$ cat src/rtl/lcd_write_arbiter.sv
// 16x2 character LCD write-port owner: power-up wait, fixed init sequence, then
// round-robin sharing of the port between NREQ requesters with full bus timing.
module lcd_write_arbiter #(
    parameter int NREQ  = 2,
    parameter int T_SU  = 4,
    parameter int T_EN  = 16,
    parameter int T_HLD = 4,
    parameter int T_CMD = 2000,
    parameter int T_CLR = 82000,
    parameter int T_PWR = 750000
) (
    input  logic                clock,
    input  logic                rst,
    input  logic [NREQ-1:0]     req,
    input  logic [NREQ-1:0]     req_rs,
    input  logic [8*NREQ-1:0]   req_data,
    output logic [NREQ-1:0]     ack,
    output logic [NREQ-1:0]     gnt,
    output logic                ready,
    output logic                busy,
    output logic [7:0]          LCD_DATA,
    output logic                LCD_RS,
    output logic                LCD_RW,
    output logic                LCD_EN
);

    // Zero-valued timing parameters behave as a single cycle.
    localparam int SU  = (T_SU  == 0) ? 1 : T_SU;
    localparam int EN  = (T_EN  == 0) ? 1 : T_EN;
    localparam int HLD = (T_HLD == 0) ? 1 : T_HLD;
    localparam int CMD = (T_CMD == 0) ? 1 : T_CMD;
    localparam int CLR = (T_CLR == 0) ? 1 : T_CLR;
    localparam int PWR = (T_PWR == 0) ? 1 : T_PWR;

    localparam int MAX_A = (PWR > CLR) ? PWR : CLR;
    localparam int MAX_B = (CMD > EN) ? CMD : EN;
    localparam int MAX_C = (SU > HLD) ? SU : HLD;
    localparam int MAX_D = (MAX_A > MAX_B) ? MAX_A : MAX_B;
    localparam int TMAX  = (MAX_D > MAX_C) ? MAX_D : MAX_C;
    localparam int CW    = $clog2(TMAX + 1);
    localparam int PW    = (NREQ > 1) ? $clog2(NREQ) : 1;

    localparam logic [CW-1:0] SU_M1  = CW'(SU - 1);
    localparam logic [CW-1:0] EN_M1  = CW'(EN - 1);
    localparam logic [CW-1:0] HLD_M1 = CW'(HLD - 1);
    localparam logic [CW-1:0] CMD_M1 = CW'(CMD - 1);
    localparam logic [CW-1:0] CLR_M1 = CW'(CLR - 1);
    localparam logic [CW-1:0] PWR_M1 = CW'(PWR - 1);

    typedef enum logic [2:0] {
        S_PWR, S_IDLE, S_SETUP, S_PULSE, S_HOLD, S_WAIT, S_ACK
    } state_t;

    state_t          state_q, state_d;
    logic [CW-1:0]   cnt_q, cnt_d;
    logic [PW-1:0]   ptr_q, ptr_d;
    logic [PW-1:0]   sel_q, sel_d;
    logic [1:0]      init_idx_q, init_idx_d;
    logic [7:0]      data_q, data_d;
    logic            rs_q, rs_d;
    logic            ready_q, ready_d;

    logic            found;
    logic [PW-1:0]   pick;
    logic            is_clear;
    logic [CW-1:0]   wait_m1;

    function automatic logic [7:0] init_byte(input logic [1:0] idx);
        case (idx)
            2'd0:    return 8'h38;
            2'd1:    return 8'h0C;
            2'd2:    return 8'h06;
            default: return 8'h01;
        endcase
    endfunction

    // Clear and home commands need the long execution wait.
    assign is_clear = !rs_q && (data_q == 8'h01 || data_q == 8'h02 || data_q == 8'h03);
    assign wait_m1  = is_clear ? CLR_M1 : CMD_M1;

    // Round-robin pick: first set request after the last winner.
    always_comb begin
        logic [PW-1:0] cand;
        found = 1'b0;
        pick  = ptr_q;
        cand  = '0;
        for (int k = 1; k <= NREQ; k++) begin
            cand = PW'((int'(ptr_q) + k) % NREQ);
            if (!found && req[cand]) begin
                found = 1'b1;
                pick  = cand;
            end
        end
    end

    always_ff @(posedge clock) begin
        if (rst) begin
            state_q    <= S_PWR;
            cnt_q      <= '0;
            ptr_q      <= PW'(NREQ - 1);
            sel_q      <= '0;
            init_idx_q <= 2'd0;
            data_q     <= 8'h00;
            rs_q       <= 1'b0;
            ready_q    <= 1'b0;
        end else begin
            state_q    <= state_d;
            cnt_q      <= cnt_d;
            ptr_q      <= ptr_d;
            sel_q      <= sel_d;
            init_idx_q <= init_idx_d;
            data_q     <= data_d;
            rs_q       <= rs_d;
            ready_q    <= ready_d;
        end
    end

    always_comb begin
        state_d    = state_q;
        cnt_d      = cnt_q + 1'b1;
        ptr_d      = ptr_q;
        sel_d      = sel_q;
        init_idx_d = init_idx_q;
        data_d     = data_q;
        rs_d       = rs_q;
        ready_d    = ready_q;
        case (state_q)
            S_PWR: begin
                if (cnt_q == PWR_M1) begin
                    state_d    = S_SETUP;
                    cnt_d      = '0;
                    init_idx_d = 2'd0;
                    data_d     = init_byte(2'd0);
                    rs_d       = 1'b0;
                end
            end
            S_IDLE: begin
                cnt_d = '0;
                if (found) begin
                    state_d = S_SETUP;
                    sel_d   = pick;
                    ptr_d   = pick;
                    data_d  = req_data[{pick, 3'b000} +: 8];
                    rs_d    = req_rs[pick];
                end
            end
            S_SETUP: begin
                if (cnt_q == SU_M1) begin
                    state_d = S_PULSE;
                    cnt_d   = '0;
                end
            end
            S_PULSE: begin
                if (cnt_q == EN_M1) begin
                    state_d = S_HOLD;
                    cnt_d   = '0;
                end
            end
            S_HOLD: begin
                if (cnt_q == HLD_M1) begin
                    state_d = S_WAIT;
                    cnt_d   = '0;
                end
            end
            S_WAIT: begin
                if (cnt_q == wait_m1) begin
                    cnt_d = '0;
                    if (ready_q) begin
                        state_d = S_ACK;
                    end else if (init_idx_q == 2'd3) begin
                        state_d = S_IDLE;
                        ready_d = 1'b1;
                    end else begin
                        state_d    = S_SETUP;
                        init_idx_d = init_idx_q + 2'd1;
                        data_d     = init_byte(init_idx_q + 2'd1);
                        rs_d       = 1'b0;
                    end
                end
            end
            S_ACK: begin
                cnt_d   = '0;
                state_d = S_IDLE;
            end
            default: begin
                cnt_d   = '0;
                state_d = S_PWR;
            end
        endcase
    end

    // Init writes run with ready low, so they never raise gnt or ack.
    always_comb begin
        gnt    = '0;
        ack    = '0;
        LCD_EN = (state_q == S_PULSE);
        busy   = (state_q != S_IDLE);
        if (ready_q && (state_q == S_SETUP || state_q == S_PULSE ||
                        state_q == S_HOLD  || state_q == S_WAIT))
            gnt[sel_q] = 1'b1;
        if (state_q == S_ACK)
            ack[sel_q] = 1'b1;
    end

    assign ready    = ready_q;
    assign LCD_DATA = data_q;
    assign LCD_RS   = rs_q;
    assign LCD_RW   = 1'b0;

endmodule

$ cat config.mk
export PLATFORM = sky130hd
export DESIGN_NAME = lcd_write_arbiter
export DESIGN_NICKNAME = d
export VERILOG_FILES = /design/src/rtl/lcd_write_arbiter.sv
export SDC_FILE = /design/constraint.sdc
export NUM_CORES = 1
export LEC_CHECK = 0
export CAP_MARGIN = 25
export CORE_AREA = 4 4 73 75
export DETAILED_ROUTE_END_ITERATION = 7
export DIE_AREA = 0 0 77 79
export PLACE_DENSITY = 0.73
export SYNTH_ARGS = -nofsm -noshare
export SYNTH_HDL_FRONTEND = slang
export SYNTH_SLANG_ARGS = --single-unit
$ cat constraint.sdc
create_clock -name clock -period 2.21 [get_ports clock]
set_input_delay 0.3315 -clock clock [delete_from_list [all_inputs] [get_ports clock]]
set_output_delay 0.3315 -clock clock [all_outputs]
set_load 0.02 [all_outputs]
==> metrics <==
Final HPWL DP=about 4200 µm; Area growth syn-to-layout=41.5%; top_reg_cell synth=dfxtp_1; TritonCTS clock tree=built; CTS max path bufs=2; # IOs=39; synthesized flop and latch total=37; Port Buffer Count=37; Layout Nets=365; initial core utilization=45.3%; EDFF count, synth=0; Synth area leaders=dfxtp_1 (35%), nor2_1 (7.8%), xnor2_1 (5.0%), mux2i_1 (4.7%), nand2_1 (4.3%); num rows=25; via/cell ratio=~5.4; routability cong.=between 0.9 and 1; initial antenna violation count=0; worst-case vdd ir drop=around 650 µV; Power, Total=roughly 2.4 mW; proportion of layout cells with a drive suffix above 1=about a fifth; cell taking the most area after synthesis=dfxtp_1; RSZ-0062 raised after global routing=true; final setup vio count=0; RR Startpoint=cnt_q[1]; Hold Path Cell Cnt=2; Hold Path End=LCD_RS; CP Capture Type=register; first-pass GRT wire length=just over 9000 µm; fin. max-slew vios=0; vias in the first global route=between 2,000 and 2,500; die height=around 80 µm; final hold vios=0; CTS HTree Levels=2; worst-path fanout max=5; reg2reg end=LCD_DATA[6]; Synth top area share=between 30% and 40%; clock buffer count from CTS=5; via count=roughly 2,100; Worst Setup Start Kind=register; hold crit path type=register to register; Post-Syn Instances=approximately 270; arrival time at the worst endpoint=2430 ps; WL per Instance=approximately 14 µm; post-route antenna net violation count=0; syn nets=about 290; synth warn=0; LEAKAGE=about 1.2 nW; Global Route Usage Sum=a little under a fifth; GR Overflow Total=0; WP data required=around 2400 ps; diode count=0; Root Buffer Master=clkbuf_8; largest net degree at the start of global routing=21; Register-to-Register Path Depth=7; final hold slack=489 ps; FMAX=453 MHz; Starting DRT DRC Count=around 110; PD cells=806 nW/µm²; Core Footprint=about 4700 µm²; Layout Utilization=64.1%; hold_sp=LCD_RS; most frequent cells in the layout=nor2_1 (43), buf_4 (37), dfxtp_1 (35); reg2reg setup slack=about 3.9 ps; register area=around 740 µm²; DR pass1 iterations=4; sink count of the clock tree=37; DRC Markers=0; Syn Area/Cell=7.97 µm²; final wirelength=around 5500 µm; Yosys cell types=46; FILL cells=412; skew final=approximately 7.6 ps; Syn Std Cell Area=2110 µm²; setup_tns=0 ps; period utilization=about 100%; Setup CP Type=register to register; Die X=around 77 µm; commonest non-fill, non-tap cell in the layout=nor2_1; Worst-Skew Late Latency=290 ps; post-synthesis sequential area ratio=about a third; max-cap violations=0; footprint of the multi-input gates=between 1000 and 1500 µm²; clk slew on worst S/H paths=about 80 ps; asr flop ratio synth=0%; DIE AREA=approximately 6100 µm²; Tmin final=between 2000 and 2500 ps; status=finished, final reports clean
==> what timing repair did <==
item / CTS / global route
buffers inserted: 2 / 1
setup endpoints to repair: 33 / 34
hold buffers: 0 / 0
pin swaps: 4 / 9
resized for setup: 9 / 8
==> per-stage QoR <==
stage               cell area [µm²]  std cells  worst slack [ps]
CTS                            2940        391             0.615
detailed placement             2790        381             -76.6
floorplan                      2120        265              1.50
global placement               2790        381             -10.2
finish                         2990        392              3.87
global route                   2990        392             -86.8
==> registers in the layout (all words and copies together) (netlist names) <==
| signal | flops |
|---|---|
| LCD_DATA | 8 |
| LCD_RS | 1 |
| cnt_q | 20 |
| init_idx_q | 2 |
| ptr_q | 1 |
| ready | 1 |
| sel_q | 1 |
| state_q | 3 |
==> cells in the mapped netlist, types with 6 or more instances <==
master / instances
xor2_1: 8
a21oi_1: 10
ha_1: 6
dfxtp_1: 37
nor4_1: 8
nand2_1: 24
xnor2_1: 12
nor2_1: 44
nand3_1: 8
inv_1: 13
nor3_1: 14
mux2i_1: 10
==> worst max-delay path: stages, from the launching register on <==
cell and delay [ps]:
dfxtp_2 360, ha_4 130, or3b_4 380, nor3_4 140, a21oi_2 100, or4_4 570
or3_1 320, a21oi_1 140
==> how the worst max path moves through the flow <==
stage	startpoint	end	slack [ps]	cells past startpoint
4_1_cts	cnt_q[1]	cnt_q[9]	0.6	8
2_1_floorplan	cnt_q[1]	LCD_DATA[6]	2	7
3_3_place_gp	cnt_q[1]	LCD_RS	-10	7
5_1_grt	cnt_q[1]	LCD_RS	-90	7
6_report	cnt_q[1]	LCD_DATA[6]	4	7
3_5_place_dp	cnt_q[1]	LCD_DATA[4]	-80	7
==> routing by layer <==
layer	vias to the layer above	GRT usage (%)	share of wire, %
met5	-	0	0
met4	0	6.58	1.7
met3	9	4.65	4.6
met2	51	31.8	47
met1	980	22.9	47
li1	1079	-	-
==> where the power goes <==
group	leakage, nW	switching [mW]	internal, mW
clock	0.0554	0.249	0.339
sequential	0.300	0.0608	0.735
combinational	0.821	0.512	0.511
total	1.18	0.822	1.59
==> layout make-up <==
| class | count | share of cell area [%] |
|---|---|---|
| clock buffer | 6 | 2.43 |
| clock inverter | 2 | 1.30 |
| inverter | 13 | 1.63 |
| multi-input combinational | 203 | 44.3 |
| sequential | 37 | 24.9 |
| tap | 54 | 2.26 |
| timing repair buffer | 77 | 23.2 |
==> logic make-up (layout without fill, tap and decap cells) <==
logic type | count (synthesis) | in the layout | synth area share (%)
and+or+nand+nor | 127 | 127 | 29.8
AOI/OAI and AO/OA | 37 | 37 | 12.0
DFF | 37 | 37 | 35.1
buffers and inverters | 25 | 98 | 5.33
xor gates and xnor gates | 20 | 20 | 8.29
muxes | 12 | 12 | 5.81
adders and majority gates | 6 | 6 | 3.55
other | 1 | 1 | 0.178
(Power assumes the default switching activity.)
